### src/rtl/event_gate_pkg.sv
// Shared types and default widths for the event gate sequencer.
// The state encodings are exported so the status register map can decode `state`.
package event_gate_pkg;

  localparam int CNT_W_DEF  = 32;
  localparam int GATE_W_DEF = 32;
  localparam int HOLD_W_DEF = 16;
  localparam int SEQ_W_DEF  = 16;

  localparam logic [1:0] STATE_IDLE    = 2'd0;
  localparam logic [1:0] STATE_ARMED   = 2'd1;
  localparam logic [1:0] STATE_COUNT   = 2'd2;
  localparam logic [1:0] STATE_HOLDOFF = 2'd3;

  typedef enum logic [1:0] {
    IDLE    = STATE_IDLE,
    ARMED   = STATE_ARMED,
    COUNT   = STATE_COUNT,
    HOLDOFF = STATE_HOLDOFF
  } state_e;

endpackage

### src/rtl/rise_detect.sv
// Registered rising-edge detector: flags a cycle where d is 1 and its
// previous-cycle copy is 0.
module rise_detect (
  input  logic clk,
  input  logic reset,
  input  logic d,
  output logic rise
);

  logic d_q;

  always_ff @(posedge clk or posedge reset) begin
    if (reset) d_q <= 1'b0;
    else       d_q <= d;
  end

  assign rise = d & ~d_q;

endmodule

### src/rtl/event_gate_sequencer.sv
// Gated event-counting window sequencer: software/trigger start, optional
// continuous re-arm with hold-off, saturating accumulator and latched result.
module event_gate_sequencer
  import event_gate_pkg::*;
#(
  parameter int CNT_W  = CNT_W_DEF,
  parameter int GATE_W = GATE_W_DEF,
  parameter int HOLD_W = HOLD_W_DEF,
  parameter int SEQ_W  = SEQ_W_DEF
) (
  input  logic              clk,
  input  logic              reset,
  input  logic              start,
  input  logic              stop,
  input  logic              continuous,
  input  logic              trig_en,
  input  logic              exttrig,
  input  logic [GATE_W-1:0] gate_len,
  input  logic [HOLD_W-1:0] holdoff,
  input  logic              event_pulse,
  output logic              gate,
  output logic              window_start,
  output logic              busy,
  output logic [1:0]        state,
  output logic [CNT_W-1:0]  result,
  output logic              result_valid,
  output logic [SEQ_W-1:0]  result_seq,
  output logic              overflow
);

  state_e            state_q, state_d;
  logic [GATE_W-1:0] gate_timer;
  logic [HOLD_W-1:0] hold_lat, hold_timer;
  logic [CNT_W-1:0]  acc, acc_next;
  logic              start_edge, trig_edge;
  logic              enter_count, finish, clr_ovf, ovf_hit, count_event;

  rise_detect u_start_rd (.clk(clk), .reset(reset), .d(start),   .rise(start_edge));
  rise_detect u_trig_rd  (.clk(clk), .reset(reset), .d(exttrig), .rise(trig_edge));

  assign count_event = (state_q == COUNT) && event_pulse && !stop;
  assign ovf_hit     = count_event && (acc == {CNT_W{1'b1}});
  assign acc_next    = (count_event && !ovf_hit) ? acc + CNT_W'(1) : acc;

  // NOTE: every signal driven here gets a default first so no latch is inferred.
  always_comb begin
    state_d = state_q;
    finish  = 1'b0;
    clr_ovf = 1'b0;
    if (stop) begin
      state_d = IDLE;
    end else begin
      unique case (state_q)
        IDLE: if (start_edge) begin
          clr_ovf = 1'b1;
          state_d = trig_en ? ARMED : COUNT;
        end
        ARMED: if (trig_edge) state_d = COUNT;
        COUNT: if (gate_timer == GATE_W'(1)) begin
          finish = 1'b1;
          if (hold_lat != '0)   state_d = HOLDOFF;
          else if (!continuous) state_d = IDLE;
          else                  state_d = trig_en ? ARMED : COUNT;
        end
        HOLDOFF: if (hold_timer == HOLD_W'(1)) begin
          if (!continuous) state_d = IDLE;
          else             state_d = trig_en ? ARMED : COUNT;
        end
        default: state_d = IDLE;
      endcase
    end
    // Back-to-back windows re-enter COUNT straight from COUNT.
    enter_count = (state_d == COUNT) && ((state_q != COUNT) || finish);
  end

  // NOTE: sequential state uses non-blocking assignments only, and every
  // register (including the accumulator and timers) has an explicit reset value.
  always_ff @(posedge clk or posedge reset) begin
    if (reset) begin
      state_q      <= IDLE;
      gate_timer   <= '0;
      hold_lat     <= '0;
      hold_timer   <= '0;
      acc          <= '0;
      gate         <= 1'b0;
      window_start <= 1'b0;
      busy         <= 1'b0;
      result       <= '0;
      result_valid <= 1'b0;
      result_seq   <= '0;
      overflow     <= 1'b0;
    end else begin
      state_q      <= state_d;
      gate         <= (state_d == COUNT);
      busy         <= (state_d != IDLE);
      window_start <= enter_count;
      result_valid <= finish;

      if (finish) begin
        result     <= acc_next;
        result_seq <= result_seq + SEQ_W'(1);
      end

      if (enter_count) begin
        gate_timer <= (gate_len == '0) ? GATE_W'(1) : gate_len;
        hold_lat   <= holdoff;
        acc        <= '0;
      end else if (stop) begin
        acc <= '0;
      end else if (state_q == COUNT) begin
        gate_timer <= gate_timer - GATE_W'(1);
        acc        <= acc_next;
      end

      if (finish)                  hold_timer <= hold_lat;
      else if (state_q == HOLDOFF) hold_timer <= hold_timer - HOLD_W'(1);

      if (clr_ovf)      overflow <= 1'b0;
      else if (ovf_hit) overflow <= 1'b1;
    end
  end

  assign state = state_q;

endmodule
### config.mk
export PLATFORM = sky130hd
export DESIGN_NAME = event_gate_sequencer
export DESIGN_NICKNAME = d
export VERILOG_FILES = /design/src/rtl/event_gate_pkg.sv /design/src/rtl/rise_detect.sv /design/src/rtl/event_gate_sequencer.sv
export SDC_FILE = /design/constraint.sdc
export NUM_CORES = 1
export LEC_CHECK = 0
export CAP_MARGIN = 15
export CORE_ASPECT_RATIO = 1.5
export CORE_MARGIN = 4
export CORE_UTILIZATION = 56
export DETAILED_ROUTE_END_ITERATION = 7
export GPL_TIMING_DRIVEN = 0
export PLACE_DENSITY = 0.82
export SLEW_MARGIN = 20
export SYNTH_ARGS = -nofsm -noshare
export SYNTH_HDL_FRONTEND = slang
export SYNTH_HIERARCHICAL = 1
export SYNTH_SLANG_ARGS = --single-unit
### constraint.sdc
create_clock -name clk -period 5.3 [get_ports clk]
set_input_delay 0.795 -clock clk [delete_from_list [all_inputs] [get_ports clk]]
set_output_delay 0.795 -clock clk [all_outputs]
set_load 0.01 [all_outputs]
== Word-level counts from Yosys, hierarchy flattened ==
Cells that the tools add are included.

* Output and inout bits: 55
* Logic and storage cells: 75
* Register bits: 153

* Muxes and demuxes: 27
* Add/subtract/negate cells: 4
* Reductions and logical operators: 17
* Bitwise logic cells: 4
* Equal/unequal tests: 9

{| class="wikitable"
|+ Operators with widths
! cell !! count
|-
| 32-bit 2-to-1 mux || 8
|-
| 32-bit by 1-bit adder with 32-bit output (second input constant) || 1
|-
| 32-bit by 1-bit == test with 1-bit output (second input constant) || 1
|-
| 32-bit == test (second input constant) || 1
|-
| 32-bit zero test || 1
|-
| 16-bit 2-to-1 mux || 2
|-
| 32-bit by 1-bit subtractor with 32-bit output (second input constant) || 1
|-
| 16-bit by 1-bit adder with 16-bit output (second input constant) || 1
|-
| 16-bit by 1-bit == test with 1-bit output (second input constant) || 1
|-
| 2-bit 2-to-1 mux || 8
|-
| 16-bit nonzero test || 1
|-
| 16-bit by 1-bit subtractor with 16-bit output (second input constant) || 1
|-
| 1-bit 2-to-1 mux || 8
|-
| 2-bit one-hot mux with 4 select lines || 1
|-
| 2-bit nonzero test || 4
|-
| 2-bit == test (second input constant) || 3
|-
| 1-bit logical AND || 5
|-
| 3-bit nonzero test || 1
|-
| 1-bit bitwise AND || 2
|-
| 2-bit by 1-bit == test with 1-bit output (second input constant) || 1
|-
| 1-bit zero test || 2
|-
| 2-bit zero test || 1
|-
| 2-bit by 1-bit != test with 1-bit output (second input constant) || 1
|-
| 2-bit != test (second input constant) || 1
|-
| 3 further kinds || 4
|}

== Depth between registers and ports, before layout ==
Gate-level depths: netlist (run 1).

* Word-level depth: 10
* Depth in mapped cells: 13

== By module ==
The synthesis (run 1) kept the hierarchy.

{| class="wikitable"
|+ By module, submodules not included
! module !! area each (sq um) !! cells each !! instances
|-
| event_gate_sequencer || 8,040.2 || 915 || 1
|-
| rise_detect || 42.5 || 3 || 2
|}

== Worst setup path after synthesis (run 1) ==
OpenSTA, ideal clock, no wires.

* Path kind: register -> register
* Start: reg gate_timer[12]
* End: reg gate_timer[3]
* Buffers on the path: 3
* Library setup time: 0.126 ns
* Period minus slack after synthesis: 3.122 ns
* Cell stages (with the launch flop): 11
* Setup slack: 2.178 ns
* Data arrival time: 2.996 ns
* Required time: 5.174 ns
* Path through: dfrtp_1 > or4_4 > or4_1 > buf_2 > nor4_4 > nor2_2 > or2_1 > buf_2 > buf_6 > o211a_1 > a311o_1

* Longest elaborated chain between the ends: 8
* Elaborated cells on any way between the ends: 14
* Classes of those cells: eq/ne: 3; mux: 7; reduce/logical: 4

{| class="wikitable"
|+ RTL lines
! what !! line !! RTL
|-
| start: declaration || event_gate_sequencer.sv:32 || <nowiki>logic [GATE_W-1:0] gate_timer;</nowiki>
|-
| start signal: assignment || event_gate_sequencer.sv:105 || <nowiki>gate_timer <= (gate_len == '0) ? GATE_W'(1) : gate_len;</nowiki>
|-
| start signal: assignment || event_gate_sequencer.sv:111 || <nowiki>gate_timer <= gate_timer - GATE_W'(1);</nowiki>
|-
| 32-bit by 1-bit == test with 1-bit output (*) || event_gate_sequencer.sv:59 || <nowiki>COUNT: if (gate_timer == GATE_W'(1)) begin</nowiki>
|-
| 2-bit 2-to-1 mux / 1-bit 2-to-1 mux (equally long branches) || event_gate_sequencer.sv:59 ||
|-
| 2-bit one-hot mux with 4 select lines / 1-bit 2-to-1 mux (equally long branches) || event_gate_sequencer.sv:53 || <nowiki>unique case (state_q)</nowiki>
|-
| 2-bit 2-to-1 mux / 1-bit 2-to-1 mux (equally long branches) || event_gate_sequencer.sv:50 || <nowiki>if (stop) begin</nowiki>
|-
| 2-bit == test / 1-bit logical OR (equally long branches) || event_gate_sequencer.sv:73 || <nowiki>enter_count = (state_d == COUNT) && ((state_q != COUNT) || finish);</nowiki>
|-
| 1-bit logical AND (*) || event_gate_sequencer.sv:73 ||
|-
| 2-bit by 1-bit != test with 1-bit output (no line) / 2-bit nonzero test (equally long branches) || -- ||
|-
| 2-bit AND reduction (no line) || -- ||
|}

Mark *: on every way between the ends. The rest lies on a longest branch, timed or not.
A chain may end at the register's enable or synchronous reset.

== Worst setup path after layout (run 1) ==
* Start: reg gate_timer[23]
* End: reg acc[4]

* Longest elaborated chain between the ends: 7
* Elaborated cells on any way between the ends: 12
* Classes of those cells: eq/ne: 2; mux: 7; reduce/logical: 3

{| class="wikitable"
|+ RTL lines
! what !! line !! RTL
|-
| 32-bit by 1-bit == test with 1-bit output (*) || event_gate_sequencer.sv:59 ||
|-
| 2-bit 2-to-1 mux / 1-bit 2-to-1 mux (equally long branches) || event_gate_sequencer.sv:59 ||
|-
| 2-bit one-hot mux with 4 select lines / 1-bit 2-to-1 mux (equally long branches) || event_gate_sequencer.sv:53 ||
|-
| 2-bit 2-to-1 mux / 1-bit 2-to-1 mux (equally long branches) || event_gate_sequencer.sv:50 ||
|-
| 2-bit == test / 1-bit logical OR (equally long branches) || event_gate_sequencer.sv:73 ||
|-
| 1-bit logical AND (*) || event_gate_sequencer.sv:73 ||
|-
| 3-bit nonzero test (no line) / 32-bit 2-to-1 mux (equally long branches) || -- ||
|-
| end signal: assignment || event_gate_sequencer.sv:112 || <nowiki>acc <= acc_next;</nowiki>
|-
| end: declaration || event_gate_sequencer.sv:34 || <nowiki>logic [CNT_W-1:0] acc, acc_next;</nowiki>
|}

Marks and branches as above.

==> summary.md, run 1 <==
| Metric | Value |
|---|---|
| Post-synth EDFFs | `0` |
| Setup repair after global routing missed its margin | `no` |
| Via count of the first global-routing pass | `7,295` |
| Height of the chip | `roughly 160 um` |
| Fin. Hold Viols | `0` |
| Portion of the post-synthesis area used by sequential elements | `0.471` |
| Count of cells resized by post-cts repair | `0` |
| Mean instance size in the synthesized netlist | `8.82 sq um` |
| Kind of start point of the critical path | `flop` |
| Net count after synthesis | `983` |
| Required time of the critical path | `5580 ps` |
| CTS tree | `built` |
| Std-Cell Core Area | `~14,000 sq um` |
| Cell with the largest stage delay on the worst path | `sky130_fd_sc_hd__a21boi_1` |
| Effective utilization at floorplan | `0.575` |
| Net count of the finished layout | `about 1,100` |
| Count of state elements after synthesis | `between 150 and 200` |
| Post-DP Area | `9510 sq um` |
| Endpoints failing setup | `0` |
| Type of the worst min-delay path | `flop to flop` |
| Result of the run | `complete, no violations` |
| Ordered cell list for the critical path | `nor4_1 -> nand4_1 -> o31ai_1 -> a21boi_1 -> clkbuf_1 -> nor2_1 -> nor2_1 -> a31oi_1` |
| DRT iter0 DRCs | `between 500 and 600` |
| Buffer levels on the longest clock path | `2` |
| Start-to-end type of the worst setup path | `flop to flop` |
| Slew Viols, Final | `0` |
| Ys flop type | `sky130_fd_sc_hd__dfrtp_1` |
| Final HPWL from detailed placement | `between 15,000 and 20,000 um` |
| Min cycle time layout | `between 3000 and 4000 ps` |
| Slew headroom | `0.349` |
| Slew at the pin with the worst max-slew slack | `a little under 1000 ps` |
| Post-route clock period utilization | `0.735` |
| Proportion of synthesized flip-flops having asynchronous set or reset | `1.00` |
| Remaining design rule violation count | `0` |
| Wire length reported by the detailed router | `approximately 22,000 um` |
| Relative contribution of combinational cells to total power | `0.133` |
| Overall via count from detail_route | `between 7,000 and 8,000` |
| Clock latency on the worst-skew pair | `roughly 430 ps` |
| CTS Buf Count | `17` |
| Data arrival time of the worst path | `between 4000 and 5000 ps` |
| Maxcap violations | `0` |
| Fin cells | `1,256` |
| H-tree levels | `4` |
| Die Area | `16,500 sq um` |
| Final Util | `0.713` |
| Crit-path max cell delay | `around 840 ps` |
| Global-route congestion overflow total | `0` |
| First-pass GRT wire length | `between 30,000 and 40,000 um` |
| Power density over the cells | `between 200 and 300 nW/um^2` |
| Wire length on met3 | `1260 um` |
| Post-synthesis cell count | `slightly above 900` |
| Leakage power | `roughly 4.1 nW` |
| Post-CTS Setup Inserts | `0` |
| Maximum number of pins on one net before global-route repair | `77` |
| Family of cells with the greatest summed delay on the critical path | `simple AND/OR/NAND/NOR gates` |
| Standard-cell rows | `between 50 and 60` |
| Clock transition time at the flip-flop clock pins of the worst setup and hold paths | `70 ps` |
| Fillers | `1,129` |
| Post-synthesis cell area | `between 8000 and 9000 sq um` |
| Routability cong. | `0.935` |
| Top cell by count, worst path | `sky130_fd_sc_hd__nor2_1` |
| Top metal layer carrying routed signals | `met4` |
| WL met2 | `approximately 11,000 um` |
| DRT antenna net count | `0` |
| Cell Int Power | `0.00214 W` |
| Sinks on the clock net | `153` |
| Final worst clock skew | `10.2 ps` |
| Switching share of power | `0.292` |
| Boundary Pins | `about 110` |
| Switching power summed over all nets | `0.000882 W` |
| CP Capture Type | `flop` |
| Routed metal-1 wire length | `about 8600 um` |
| Routed length per placed instance | `~17 um` |
| Number of optimization iterations in the first detailed-route pass | `5` |
| Horizontal die dimension | `about 110 um` |
| Ant. Diodes | `0` |
| Maximum frequency from static timing analysis | `0.257 GHz` |
| Initial antenna violation count | `0` |
| Placed cell count | `about 1,200` |
| Number of buffers and inverters on the critical path | `1` |
| Biggest fanout along the worst timing path | `10` |
| Yosys warns | `6` |
| Relative contribution of the clock network to total power | `0.389` |
| Area growth from synthesis to final layout | `24.0%` |
| Number of vias per cell after detailed routing | `6.03` |
| Total non-filler cell area in the finished layout | `10,100 sq um` |
| Count of port buffers added during placement | `110` |
| Maximum VDD drop | `0.195 mV` |
| Unique cell type count in the Yosys netlist | `64` |
| Worst Hold Margin | `roughly 480 ps` |
| Number of hold-repair buffers added at the cts stage | `0` |
| Fraction of final layout cells with drive strength greater than 1 | `0.0583` |
| Total global-route track usage | `0.266` |
| Clock root buffer master | `sky130_fd_sc_hd__clkbuf_16` |
| Sequential share of power | `0.479` |
## cell usage in the layout (no fill, tap or decap), types with 8 or more instances in the layout
cell | synthesis | final
sky130_fd_sc_hd__nand2_1 | 174 | 174
sky130_fd_sc_hd__dfrtp_1 | 153 | 153
sky130_fd_sc_hd__clkdlybuf4s50_1 | 0 | 110
sky130_fd_sc_hd__nor2_1 | 74 | 74
sky130_fd_sc_hd__o21ai_0 | 63 | 63
sky130_fd_sc_hd__nand3_1 | 44 | 44
sky130_fd_sc_hd__clkbuf_1 | 36 | 36
sky130_fd_sc_hd__a31oi_1 | 34 | 34
sky130_fd_sc_hd__a21oi_1 | 31 | 31
sky130_fd_sc_hd__xnor2_1 | 27 | 27
sky130_fd_sc_hd__nand4_1 | 26 | 26
sky130_fd_sc_hd__xor2_1 | 23 | 23
sky130_fd_sc_hd__nor4_1 | 22 | 21
sky130_fd_sc_hd__nor3_1 | 20 | 20
sky130_fd_sc_hd__inv_1 | 21 | 20
sky130_fd_sc_hd__mux2i_1 | 17 | 17
sky130_fd_sc_hd__clkbuf_16 | 0 | 17
sky130_fd_sc_hd__a2bb2oi_1 | 14 | 14
sky130_fd_sc_hd__and3_1 | 14 | 14
sky130_fd_sc_hd__a22oi_1 | 9 | 9
sky130_fd_sc_hd__or3_1 | 8 | 8
sky130_fd_sc_hd__or4_1 | 8 | 8
## synthesized netlist by cell type (3+ instances only)
cell                        count  area [sq um]
sky130_fd_sc_hd__or2_2          7          43.8
sky130_fd_sc_hd__and3_1        14          87.6
sky130_fd_sc_hd__nor4bb_1       3          30.0
sky130_fd_sc_hd__and2_1         3          18.8
sky130_fd_sc_hd__nand2b_1       6          37.5
sky130_fd_sc_hd__ha_1           6          75.1
sky130_fd_sc_hd__a31oi_1       34           213
sky130_fd_sc_hd__clkbuf_1      36           135
sky130_fd_sc_hd__nor3_1        20           100
sky130_fd_sc_hd__xnor2_1       27           236
sky130_fd_sc_hd__nor4b_1        3          26.3
sky130_fd_sc_hd__mux2i_1       17           170
sky130_fd_sc_hd__or4_1          8          60.1
sky130_fd_sc_hd__and4_1         6          52.6
sky130_fd_sc_hd__nor4_1        22           138
sky130_fd_sc_hd__or3_1          8          50.1
sky130_fd_sc_hd__dfrtp_1      153          3830
sky130_fd_sc_hd__buf_2          5          25.0
sky130_fd_sc_hd__buf_4          4          30.0
sky130_fd_sc_hd__buf_1          3          11.3
sky130_fd_sc_hd__nand2_1      174           653
sky130_fd_sc_hd__a21oi_1       31           155
sky130_fd_sc_hd__inv_1         21          78.8
sky130_fd_sc_hd__o21ai_0       63           315
sky130_fd_sc_hd__a22oi_1        9          67.6
sky130_fd_sc_hd__nor2b_1        3          18.8
sky130_fd_sc_hd__a2bb2oi_1     14           123
sky130_fd_sc_hd__nand3_1       44           220
sky130_fd_sc_hd__nand4_1       26           163
sky130_fd_sc_hd__o211ai_1       7          52.6
sky130_fd_sc_hd__xor2_1        23           201
sky130_fd_sc_hd__nor2_1        74           278
## layout make-up
cell class | count | area [sq um] | share of cell area
Timing Repair Buffer | 111 | 1130 | 0.112
Clock buffer | 17 | 425 | 0.0422
Buffer | 49 | 213 | 0.0211
Inverter | 22 | 90.1 | 0.00894
Tap cell | 192 | 240 | 0.0238
Multi-Input combinational cell | 697 | 4010 | 0.398
Sequential cell | 153 | 3830 | 0.380
Clock inverter | 15 | 140 | 0.0139
## per-stage QoR
stage / TNS [ps] / setup WS (ps) / power, W
floorplan: 0 / 440 / 0.00168
global placement: -264070 / -1760 / 0.00183
detailed placement: 0 / 1380 / 0.00185
CTS: 0 / 1510 / 0.00302
global route: 0 / 1140 / 0.00314
finish: 0 / 1400 / 0.00302
## layer usage
layer,vias to the layer above,track usage
met5,-,0
met4,0,0.113
met3,58,0.0419
met2,313,0.468
met1,3648,0.324
li1,3554,-
## worst reg2reg max path, delay by kind of cell, from the launching register on
| family | cells | cell delay [ps] |
|---|---|---|
| flip-flops | 1 | 430 |
| AO/OA/AOI/OAI | 3 | 1320 |
| AND/OR/NAND/NOR | 4 | 1500 |
| buffers and inverters | 1 | 490 |
## registers in the layout, summed over array words and instances, names as in the netlist
name	count
hold_lat	16
u_trig_rd/d_q	1
hold_timer	16
u_start_rd/d_q	1
acc	32
state	2
overflow	1
result_seq	16
gate_timer	32
result_valid	1
window_start	1
gate	1
busy	1
result	32
## kinds of logic (layout without fill, tap and decap cells)
group / Yosys count / in the layout / synth area share
mux: 17 / 17 / 0.0209
flops: 153 / 153 / 0.471
fa+ha+maj: 6 / 6 / 0.00924
xor+xnor: 50 / 50 / 0.0539
buf+inv: 71 / 214 / 0.0363
compound gates: 188 / 188 / 0.146
simple gates: 436 / 436 / 0.262
## final timing paths
kind	startpoint	to	slack, ps	cells past startpoint
max	gate_timer[23]	acc[4]	1400	8
min	result[15]	result[15]	480	2
max reg2reg	gate_timer[23]	acc[4]	1400	8
min reg2reg	result[15]	result[15]	480	2
max in group asynchronous	reset	gate_timer[16]	3640	3
min in group asynchronous	reset	u_start_rd/d_q	680	2
## power groups by stage
| stage | Clock (W) | Sequential, W | Combinational, W |
|---|---|---|---|
| 2_1_floorplan | 0 | 0.00141 | 0.000269 |
| 3_3_place_gp | 0 | 0.00145 | 0.000381 |
| 3_5_place_dp | 0 | 0.00145 | 0.000397 |
| 4_1_cts | 0.00118 | 0.00144 | 0.000400 |
| 5_1_grt | 0.00124 | 0.00146 | 0.000443 |
| 6_report | 0.00117 | 0.00144 | 0.000400 |
(Power assumes the default switching activity.)
==> run 2: changes to the inputs <==
Clock period 5.3 ns to 3.95 ns, I/O delays scaled along.
==> run 2 against run 1 <==
Clock skew increased by 5.9 ps. Total power up 39%. Global-route usage rose by 0.43 points. Critical endpoint is now gate_timer[29]. Design area increased by 1.3%. Maximum frequency increased by 5.8%. Flip-flop and latch count did not move. Via count shrank 0.30%.
==> summary.md, run 2 (same netlist as run 1, synthesis figures left out) <==
| Metric | Value |
|---|---|
| Result of the run | `complete, no violations` |
| Boundary Pins | `111 (unchanged)` |
| First-pass GRT wire length | `36,200 um (+2.0%)` |
| Leading cell type in the layout, fill and taps excluded | `sky130_fd_sc_hd__nand2_1` |
| Endpoints failing setup | `0 (unchanged)` |
| Busiest metal layer after global routing | `met2` |
| Leading cell types in the layout, fill and taps excluded | `174 x sky130_fd_sc_hd__nand2_1, 153 x sky130_fd_sc_hd__dfrtp_1, 110 x sky130_fd_sc_hd__clkdlybuf4s50_1` |
| Maximum frequency from static timing analysis | `0.272 GHz (+5.8%)` |
| Net count of the finished layout | `1,117 (+0.36%)` |
| Overall via count from detail_route | `7,550 (-0.30%)` |
| Maximum number of pins on one net before global-route repair | `36 (-53%)` |
| GRT met2 Usage | `0.474 (+0.00604)` |
| Buffer levels on the longest clock path | `2 (unchanged)` |
| Via count of the first global-routing pass | `7,473 (+2.4%)` |
| Sequential share of power | `0.463 (-0.016)` |
| Met1 Usage GRT | `0.327 (+0.00385)` |
| Area growth from synthesis to final layout | `25.6%` |
| Relative contribution of combinational cells to total power | `0.131 (-0.002)` |
| Slew Viols, Final | `0 (unchanged)` |
| Maxcap violations | `0 (unchanged)` |
| H-tree levels | `4 (unchanged)` |
| Pre-CTS setup slack | `264 ps (-1120 ps)` |
| Ant. Diodes | `0 (unchanged)` |
| Maximum VDD drop | `0.279 mV (+43%)` |
| Std-Cell Core Area | `14,100 sq um (unchanged)` |
| Count of port buffers added during placement | `110 (unchanged)` |
| Fraction of final layout cells with drive strength greater than 1 | `0.0627 (+0.00446)` |
| Min cycle time layout | `3680 ps (-212 ps)` |
| Cell Int Power | `0.00303 W (+42%)` |
| Initial antenna violation count | `0 (unchanged)` |
| Relative contribution of the clock network to total power | `0.407 (+0.018)` |
| DRT antenna net count | `0 (unchanged)` |
| Worst setup slack after layout | `267 ps (-1140 ps)` |
| Post-route clock period utilization | `0.932 (+0.197)` |
| Largest regs | `acc x32, gate_timer x32, result x32` |
| Switching share of power | `0.276 (-0.0163)` |
| Standard-cell rows | `53 (unchanged)` |
| Effective utilization at floorplan | `0.575 (unchanged)` |
| Power density over the cells | `410 nW/um^2 (+37%)` |
| Final Util | `0.723 (+0.00957)` |
| Die Area | `16,500 sq um (unchanged)` |
| Slew headroom | `0.385 (+0.0365)` |
| Number of vias per cell after detailed routing | `5.99 (-0.62%)` |
| Register-to-register setup slack | `270 ps (-1140 ps)` |
| Slew at the pin with the worst max-slew slack | `909 ps (-65.5 ps)` |
| Wire length reported by the detailed router | `21,800 um (-0.91%)` |
| Data arrival time of the worst path | `3970 ps (-200 ps)` |
| Leakage power | `4.18 nW (+1.4%)` |
| Height of the chip | `156 um (unchanged)` |
| Type of the worst min-delay path | `input pin to async pin` |
| Number of cells traversed by the worst register-to-register path | `12 (+4)` |
| Setup TNS | `0 ps (unchanged)` |
| Number of optimization iterations in the first detailed-route pass | `8 (+3)` |
| Switching power summed over all nets | `0.00116 W (+31%)` |
| Setup repair after global routing missed its margin | `no` |
| Final worst clock skew | `16.1 ps (+5.93 ps)` |
| Clock latency on the worst-skew pair | `430 ps (about the same)` |
| Fin. Hold Viols | `0 (unchanged)` |
| CTS tree | `built` |
| Global-route congestion overflow total | `0 (unchanged)` |
| Routed length per placed instance | `17.3 um (-1.2%)` |
| CTS Buf Count | `17 (unchanged)` |
| Routability cong. | `0.921 (-1.4%)` |
| DRT iter0 DRCs | `505 (-12%)` |
| Horizontal die dimension | `106 um (unchanged)` |
| Total Power Consumption | `0.00419 W (+39%)` |
| Clock transition time at the flip-flop clock pins of the worst setup and hold paths | `70 ps (about the same)` |
| Met3 global-route usage | `0.0423 (+0.000415)` |
| Post-DP Area | `9580 sq um (+0.72%)` |
| Final HPWL from detailed placement | `16,000 um (+1.9%)` |
| Remaining design rule violation count | `0 (unchanged)` |
| CP Capture Type | `flop` |
| Clock root buffer master | `sky130_fd_sc_hd__clkbuf_16` |
| Sinks on the clock net | `153 (unchanged)` |
| Biggest fanout along the worst timing path | `10 (unchanged)` |
| Number of hold-repair buffers added at the cts stage | `0 (unchanged)` |
| Required time of the critical path | `4240 ps (-1340 ps)` |
| Kind of start point of the critical path | `flop` |
| Total non-filler cell area in the finished layout | `10,200 sq um (+1.3%)` |
| Total global-route track usage | `0.270 (+0.00433)` |
| Start-to-end type of the worst setup path | `flop to flop` |
## run 2: power groups by stage
stage / Combinational (W) / Sequential (W) / Clock, W
finish: 0.000548 / 0.00194 / 0.00170
CTS: 0.000547 / 0.00193 / 0.00171
global route: 0.000608 / 0.00196 / 0.00179
floorplan: 0.000362 / 0.00189 / 0
detailed placement: 0.000541 / 0.00195 / 0
global placement: 0.000511 / 0.00195 / 0
## run 2: worst paths after layout
check	from	end
worst max-delay path	gate_timer[9]	gate_timer[29]
min in group clk	result[17]	result[17]
worst max register to register	gate_timer[9]	gate_timer[29]
worst min-delay path	reset	u_start_rd/d_q
worst min register to register	result[17]	result[17]
max in group asynchronous	reset	gate_timer[3]
## run 2: per-layer routing
layer | vias up | share of wire
li1 | 3564 | -
met1 | 3579 | 0.39
met2 | 328 | 0.52
met3 | 79 | 0.064
met4 | 0 | 0.032
met5 | - | 0
## run 2: per-stage QoR
| step | std cells | hold slack, ps |
|---|---|---|
| final | 1260 | 419 |
| after CTS | 1260 | 412 |
| after global routing | 1260 | 432 |
| after floorplan | 921 | 321 |
| after global placement | 1223 | 461 |
| after detailed placement | 1228 | 469 |
## run 2: final cells by class
class	instances	area (sq um)
Buffer	49	213
Clock buffer	20	457
Clock inverter	12	165
Fill cell	1102	3920
Inverter	22	86.3
Multi-Input combinational cell	697	4020
Sequential cell	153	3830
Tap cell	192	240
Timing Repair Buffer	115	1200
## run 2: what timing repair did
action / in CTS / in global routing
setup buffers: 0 / 0
setup endpoints to repair: 0 / 8
gates resized for setup: 0 / 2
## run 2: worst max-delay path, stage by stage, from the launching register on
cell and delay, ps:
sky130_fd_sc_hd__dfrtp_1 440, sky130_fd_sc_hd__or3_1 340, sky130_fd_sc_hd__clkbuf_1 190, sky130_fd_sc_hd__or4_1 540
sky130_fd_sc_hd__buf_2 190, sky130_fd_sc_hd__nor4_4 590, sky130_fd_sc_hd__nor2_2 150, sky130_fd_sc_hd__or2_1 240
sky130_fd_sc_hd__buf_2 150, sky130_fd_sc_hd__inv_2 150, sky130_fd_sc_hd__buf_4 240, sky130_fd_sc_hd__a2bb2oi_1 220
sky130_fd_sc_hd__o211ai_1 120
==> run 3: changes to the inputs <==
Settings changed: SETUP_SLACK_MARGIN from default to 0.15.
==> run 3 against run 2 <==
Sequential share of layout area is the same. Final cell count did not move. Flip-flop and latch count did not move. Count of clock-buffer cells in the layout unchanged. Clock power about the same. Maximum frequency increased by 2.9%. Design area unchanged. First-iteration DRC count fell by 0.40%. Critical endpoint unchanged. Core utilization stayed put. Highest routed layer unchanged.
==> summary.md, run 3 (same netlist as run 1, synthesis figures left out) <==
| Metric | Value |
|---|---|
| Result of the run | `complete, no violations` |
| Slew Viols, Final | `0 (unchanged)` |
| Setup repair after global routing missed its margin | `no` |
| Number of hold-repair buffers added at the cts stage | `0 (unchanged)` |
| Fraction of final layout cells with drive strength greater than 1 | `0.0627 (unchanged)` |
| Placed cell count | `1,228 (unchanged)` |
| Remaining design rule violation count | `0 (unchanged)` |
| Std-Cell Core Area | `14,100 sq um (unchanged)` |
| Initial antenna violation count | `0 (unchanged)` |
| Type of the worst min-delay path | `input pin to async pin` |
| Overall via count from detail_route | `7,552 (+0.026%)` |
| Maximum VDD drop | `0.282 mV (+0.81%)` |
| Number of cells traversed by the worst register-to-register path | `11 (-1)` |
| Ant. Diodes | `0 (unchanged)` |
| Endpoints failing setup | `0 (unchanged)` |
| Boundary Pins | `111 (unchanged)` |
| Kind of start point of the critical path | `flop` |
| Post-route clock period utilization | `0.906 (-0.0267)` |
| CP Capture Type | `flop` |
| Clock transition time at the flip-flop clock pins of the worst setup and hold paths | `60 ps (about the same)` |
| Slew at the pin with the worst max-slew slack | `884 ps (-24.9 ps)` |
| Wire length reported by the detailed router | `21,900 um (+0.62%)` |
| Total global-route track usage | `0.270 (unchanged)` |
| DRT iter0 DRCs | `503 (-0.40%)` |
| Via count of the first global-routing pass | `7,473 (unchanged)` |
| Standard-cell rows | `53 (unchanged)` |
| Biggest fanout along the worst timing path | `10 (unchanged)` |
| Effective utilization at floorplan | `0.575 (unchanged)` |
| Maximum number of pins on one net before global-route repair | `36 (unchanged)` |
| Start-to-end type of the worst setup path | `flop to flop` |
| Maximum frequency from static timing analysis | `0.280 GHz (+2.9%)` |
| Height of the chip | `156 um (unchanged)` |
| Largest regs | `acc x32, gate_timer x32, result x32` |
| Buffer levels on the longest clock path | `2 (unchanged)` |
| Fin cells | `1,260 (unchanged)` |
| Leading cell types in the layout, fill and taps excluded | `174 x sky130_fd_sc_hd__nand2_1, 153 x sky130_fd_sc_hd__dfrtp_1, 110 x sky130_fd_sc_hd__clkdlybuf4s50_1` |
| CTS Buf Count | `17 (unchanged)` |
| Area growth from synthesis to final layout | `25.6% (unchanged)` |
| Routability cong. | `0.921 (unchanged)` |
| First-pass GRT wire length | `36,200 um (unchanged)` |
| Data arrival time of the worst path | `3860 ps (-110 ps)` |
| Power density over the cells | `411 nW/um^2 (about the same)` |
| Final HPWL from detailed placement | `16,000 um (unchanged)` |
| Fin. Hold Viols | `0 (unchanged)` |
| Routed length per placed instance | `17.4 um (+0.62%)` |
| Setup TNS | `0 ps (unchanged)` |
| Required time of the critical path | `4230 ps (about the same)` |
| Clock root buffer master | `sky130_fd_sc_hd__clkbuf_16` |
| Final worst clock skew | `16.4 ps (+0.287 ps)` |
| Leakage power | `4.18 nW (unchanged)` |
| Min cycle time layout | `3580 ps (-105 ps)` |
| Number of vias per cell after detailed routing | `5.99 (about the same)` |
| CTS tree | `built` |
| Clock latency on the worst-skew pair | `420 ps (about the same)` |
| Count of port buffers added during placement | `110 (unchanged)` |
| Leading cell type in the layout, fill and taps excluded | `sky130_fd_sc_hd__nand2_1` |
| Horizontal die dimension | `106 um (unchanged)` |
| H-tree levels | `4 (unchanged)` |
| DRT antenna net count | `0 (unchanged)` |
| Slew headroom | `0.402 (+0.0169)` |
| Die Area | `16,500 sq um (unchanged)` |
| Global-route congestion overflow total | `0 (unchanged)` |
| Number of optimization iterations in the first detailed-route pass | `5 (-3)` |
| Maxcap violations | `0 (unchanged)` |
| Net count of the finished layout | `1,117 (unchanged)` |
| Sinks on the clock net | `153 (unchanged)` |
-- run 3: cell counts in the layout (fill, tap and decap cells not counted) --
Identical to the previous run, type by type.
-- run 3: stage by stage --
step / worst slack (ps) / instance area (sq um) / utilization / hold WS (ps) / power, W
after floorplan: 828 / 8130 / - / 321 / 0.00226
after global placement: 93.9 / 9470 / 0.670 / 461 / 0.00246
after detailed placement: 264 / 9580 / 0.678 / 469 / 0.00249
after CTS: 246 / 10200 / 0.722 / 412 / 0.00419
after global routing: 258 / 10200 / 0.723 / 432 / 0.00436
final: 373 / 10200 / 0.723 / 422 / 0.00419
-- run 3: worst paths after layout --
| kind | start | endpoint | slack [ps] |
|---|---|---|---|
| setup / recovery | gate_timer[15] | gate_timer[29] | 370 |
| hold / removal | reset | u_start_rd/d_q | 420 |
| setup reg to reg | gate_timer[15] | gate_timer[29] | 370 |
| hold reg to reg | result[17] | result[17] | 480 |
| max in group asynchronous | reset | gate_timer[1] | 2640 |
| min in group clk | result[17] | result[17] | 480 |
-- run 3: timing repair --
action | CTS | global route
setup endpoints to repair | 0 | 46
resized for setup | 0 | 2
setup buffers | 0 | 0
-- run 3: layout make-up --
cell class	instances	area (sq um)
inverter	22	86.3
fill	1102	3920
tap	192	240
clock inverter	12	165
multi-input combinational	697	4020
sequential	153	3830
buffer	49	213
timing repair buffer	115	1200
clock buffer	20	457
-- run 3: metal layers --
layer,wire length [um],GRT usage,vias up,part of all wire
met5,0,0,-,0
met4,765,0.122,0,0.035
met3,1360,0.0423,76,0.062
met2,11200,0.474,318,0.51
met1,8530,0.327,3591,0.39
li1,-,-,3567,-
-- run 3: critical path: stages (launching register included) --
cell and delay [ps]:
sky130_fd_sc_hd__dfrtp_1 430, sky130_fd_sc_hd__or4_1 590, sky130_fd_sc_hd__or2_2 290, sky130_fd_sc_hd__clkbuf_1 250
sky130_fd_sc_hd__nor4_4 620, sky130_fd_sc_hd__nor2_2 140, sky130_fd_sc_hd__or2_1 240, sky130_fd_sc_hd__buf_2 150
sky130_fd_sc_hd__inv_2 150, sky130_fd_sc_hd__buf_4 240, sky130_fd_sc_hd__a2bb2oi_1 220, sky130_fd_sc_hd__o211ai_1 120
-- run 3: report_power, final --
| group | internal [W] | switching [W] |
|---|---|---|
| Sequential | 0.00174 | 0.000204 |
| Combinational | 0.000263 | 0.000285 |
| Clock | 0.00104 | 0.000667 |
| Total | 0.00303 | 0.00116 |
==> RTL edit 1, RTL diff (config.mk and constraints of run 1) <==
Put one more register stage on the output `state`, without a reset. The value now appears one clock later. The other outputs are not delayed to match.
--- a/src/rtl/event_gate_sequencer.sv
+++ b/src/rtl/event_gate_sequencer.sv
@@ -120,6 +120,8 @@
     end
   end
 
-  assign state = state_q;
+  always_ff @(posedge clk) begin
+    state <= state_q;
+  end
 
 endmodule
Formal check against the unedited RTL: not equivalent (Yosys sat finds a counterexample within 4 cycles, from zero or initial values and one cycle with reset high).
==> RTL edit 1 against run 1 <==
  * Total power grew 1.2%
  * Design area up 2.0%
  * Final cell count fell by 1.8%
  * Wire length up 4.4%
  * Hold slack worse by 0.081 ns
  * Worst setup slack gained 0.29 ns
  * Synthesized area up 2.0%
  * Critical path depth grew 2
  * Sequential cell count up 2
  * Critical path type is now primary input to flop
  * Largest power group unchanged
  * Highest routed layer unchanged
==> RTL edit 1: results (changes against run 1) <==
[grt]
met3_usage_pct=4.103  ; -0.089 points
grt_start_max_net_pins=104  ; +35%
track_usage_pct=28.02  ; +1.4 points
met1_usage_pct=35.08  ; +2.7 points
grtUsageMet2_pct=46.64  ; -0.20 points
overflow=0  ; unchanged
grt_first_pass_wirelength_um=37410  ; +5.4%
grt_pass1_vias=7387  ; +1.3%
antenna_found_initial=0  ; unchanged

[synthesis]
synthAdderAreaFrac_pct=0.9058  ; -0.018 points
yosysSeqAreaShare_pct=46.68  ; -0.44 points
ys.flop_type=dfrtp_1
synth_xor_area_share_pct=5.284  ; -0.11 points
syn-num-nets=957  ; -2.6%
synth.distinct_cells=67  ; +4.7%
synthMuxAreaShare_pct=4.846  ; +2.8 points
yosysWarningCount=6  ; unchanged
synth_common_cells=dfrtp_1, nand2_1, o21ai_0
synth_compound_area_share_pct=15.52  ; +0.91 points
synthArstFlopShare_pct=98.71  ; -1.3 points
synth_area_leaders=dfrtp_1, nand2_1, o21ai_0, xnor2_1, nor3_1

[layout]
layout-drive-gt1-share_pct=8.004  ; +2.2 points
num-nets-final=1087  ; -2.3%
antenna_cells=0  ; unchanged
reg_top3=acc x32, gate_timer x32, result x32

[worst_hold_path]
hp-class=flop to flop
hold_depth=0  ; -2

[placement]
place_congestion=0.9355  ; about the same
numPortBuffers=110  ; unchanged
dpl_worst_slack_ns=1.334  ; -0.05083 ns
dp_hpwl_um=16690  ; +6.3%

[routing]
finalWirelength_um=22920  ; +4.4%
dr.pass1.iters=6  ; +1
vias_per_cell=6.237  ; +3.4%
drc=0  ; unchanged
drt_iter0_drc=645  ; +12%

[setup_path]
cp.arrival_ns=3.94  ; -0.23 ns
cp_max_fo=10  ; unchanged
critical_path.max_stage_delay_ns=0.77  ; -0.07 ns
critPathTopFamily=simple AND/OR/NAND/NOR gates
slowest_stage=nor3_2
worstRegToRegCells=8  ; unchanged

[clocking]
cts_root_buf=clkbuf_16
clkTransAtPathRegs_ns=0.06
clk_path_buf_depth=2  ; unchanged
cts.repair.resized=0  ; unchanged
clk_latency_ns=0.43  ; about the same
cts-htree-levels=4  ; unchanged
cts_buffers=17  ; unchanged
cts_setup_buffers=0  ; unchanged

[timing]
finalClockSkew_ns=0.01085  ; +0.0006353 ns
worst_slew_pin_slew_ns=0.8916  ; -0.08312 ns

[pwr]
vdd_ir_drop_max_mv=0.2349  ; +20%
p_leak_uw=0.003998  ; -3.0%

[outcome]
status=finished clean

[RTL edit 1: changes by cell type in the layout (fill, tap and decap cells not counted), moves of 6 or more]
| cell | before | now |
|---|---|---|
| a21oi_1 | 31 | 46 |
| a31oi_1 | 34 | 24 |
| and3_1 | 14 | 7 |
| buf_2 | 5 | 12 |
| clkbuf_1 | 36 | 29 |
| mux2_2 | 0 | 17 |
| nand2_1 | 174 | 113 |
| nand3_1 | 44 | 38 |
| nor2_1 | 74 | 48 |
| nor3_1 | 20 | 48 |
| nor4_1 | 21 | 30 |
| o21ai_0 | 63 | 72 |
[RTL edit 1: worst reg2reg max path, cell delays in order, from the launching register on]
cell and delay (ns):
dfrtp_1 0.41, nor4_1 0.62, nand4_1 0.41, nor3_2 0.59
nand2_1 0.14, buf_2 0.23, buf_1 0.31, nor3_1 0.32
xnor2_1 0.15
[RTL edit 1: final cells by class]
cell class	count	area [µm²]
buffer	45	202.7
sequential	155	3869
fill	1093	4255
inverter	27	108.9
tap	196	245.2
timing repair buffer	111	1129
multi-input combinational	668	4120
clock buffer	21	480.5
clock inverter	10	116.4
[RTL edit 1: power by group]
| part | switching, µW | leakage [µW] | internal [µW] |
|---|---|---|---|
| clock network | 498 | 0.000291 | 741 |
| registers | 135 | 0.00196 | 1310 |
| logic | 189 | 0.00175 | 184 |
| total | 823 | 0.00400 | 2230 |
[RTL edit 1: metal layers]
metal / vias up / wire [µm] / part of all wire (%)
li1: 3539 / - / -
met1: 3666 / 8679 / 38
met2: 403 / 11340 / 49
met3: 82 / 1726 / 7.5
met4: 0 / 1173 / 5.1
met5: - / 0 / 0
[RTL edit 1: logic make-up (layout without fill, tap and decap cells)]
| kind of cell | after synthesis | in the layout |
|---|---|---|
| AND/OR/NAND/NOR | 370 | 370 |
| AO/OA/AOI/OAI | 204 | 204 |
| flip-flops | 155 | 155 |
| buffers and inverters | 72 | 214 |
| XOR/XNOR | 50 | 50 |
| multiplexers | 38 | 38 |
| adder cells (fa/ha/maj) | 6 | 6 |
[RTL edit 1: per-stage QoR]
| step | total power (µW) | cell area (µm²) | instances | setup TNS (ns) |
|---|---|---|---|---|
| finish | 3056 | 10270 | 1233 | 0 |
| CTS | 3050 | 10270 | 1233 | 0 |
| global placement | 1811 | 9634 | 1201 | -258.49 |
| floorplan | 1670 | 8288 | 895 | 0 |
| global route | 3166 | 10270 | 1233 | 0 |
| detailed placement | 1828 | 9674 | 1202 | 0 |
[RTL edit 1: final timing paths]
check / to / slack (ns) / startpoint
worst max register to register: result_seq[5] / 2.05 / gate_timer[12]
max in group asynchronous: gate_timer[6] / 3.63 / reset
worst max-delay path: acc[30] / 1.69 / start
min in group asynchronous: u_trig_rd/d_q / 0.69 / reset
worst min register to register: state[0] / 0.40 / state_q[0]
worst min-delay path: state[0] / 0.40 / state_q[0]
==> RTL edit 2, RTL diff (config.mk and constraints of run 1) <==
Made on the original files. Set the package constant `HOLD_W_DEF` to 14 (it was 16).
--- a/src/rtl/event_gate_pkg.sv
+++ b/src/rtl/event_gate_pkg.sv
@@ -4,7 +4,7 @@
 
   localparam int CNT_W_DEF  = 32;
   localparam int GATE_W_DEF = 32;
-  localparam int HOLD_W_DEF = 16;
+  localparam int HOLD_W_DEF = 14;
   localparam int SEQ_W_DEF  = 16;
 
   localparam logic [1:0] STATE_IDLE    = 2'd0;
Interface: changed (resized holdoff); port bits go from 111 to 109. The function was not compared with the original's and may differ.
==> RTL edit 2 against run 1 <==
  * Utilization decreased by 0.46 points
  * Design area decreased by 2.0%
  * Total power increased by 9.2%
  * Synthesized area decreased by 2.5%
  * Sequential share of layout area decreased by 0.22 points
  * Worst setup slack got worse by 0.056 ns
  * Global-route usage increased by 1.0 points
  * Sequential cell count decreased by 4
  * Register-to-register slack improved by 0.19 ns
  * Wire length decreased by 0.27%
  * Hold slack got worse by 0.0043 ns
  * Die area decreased by 2.3%
==> RTL edit 2: results (changes against run 1) <==
[outcome]
status=finished clean

[layout]
design.seq.count=149  ; -2.6%
regArea_mm2=0.003729  ; -2.6%
num-nets-final=1051  ; -5.6%
utilization_pct=70.85  ; -0.46 points
layout.cells.non_filler=1169  ; -6.9%
layout-drive-gt1-share_pct=6.873  ; +1.0 points
num-multi-input-gates=643  ; -7.7%
signal_buffers=151  ; -5.6%

[routing]
wl_met2_um=11410  ; +1.1%
wire_per_inst_um=18.73  ; +7.1%
drt_iter0_drc=510  ; -12%

[timing]
finalWorstPathRequiredPeriod_ns=3.951  ; +0.05645 ns
relSlewSlack_pct=35.45  ; +0.57 points

[placement]
numPortBuffers=108  ; -1.8%
place_area_mm2=0.009244  ; -2.8%

[grt]
grt_start_max_net_pins=78  ; +1.3%
grtUsageMet2_pct=49.62  ; +2.8 points

[setup_path]
cp-endpoint=gate_timer[2]
critPathLaunch=start

[synthesis]
synth_common_cells=nand2_1, dfrtp_1, o21ai_0
syn-instance-count=863  ; -6.3%
synth.distinct_cells=77  ; +20%

[pwr]
finalPower_uw=3296  ; +9.2%
pwr-share-clk_pct=38.5  ; -0.4 points

[worst_hold_path]
hold_path_startpoint=result_seq[15]

RTL edit 2: cell count changes after synthesis, moves of 8 or more:
cell / run 1 / this run
a31oi_1: 34 / 26
nand2_1: 174 / 150
nand3_1: 44 / 25
clkbuf_1: 36 / 22
a2bb2oi_1: 14 / 0
xor2_1: 23 / 15
nor2_1: 74 / 51
RTL edit 2: logic make-up (layout without fill, tap and decap cells):
kind of cell             Yosys count  after routing  synth area share (%)
AND/OR/NAND/NOR                  363            363                 23.08
buffers and inverters             71            212                 4.075
adder cells (fa/ha/maj)            6              6                0.9477
XOR/XNOR                          48             48                 5.307
multiplexers                      19             19                 2.496
flip-flops                       149            149                 47.07
AO/OA/AOI/OAI                    207            207                 17.03
RTL edit 2: worst max-delay path: stages:
cell             delay (ns)
clkdlybuf4s50_1        0.53
nor2b_4                0.20
or4b_2                 0.59
a21oi_1                0.17
o21ai_0                0.18
o21ai_1                0.57
clkbuf_1               0.41
clkbuf_1               0.46
o21ai_0                0.19
a22oi_1                0.19
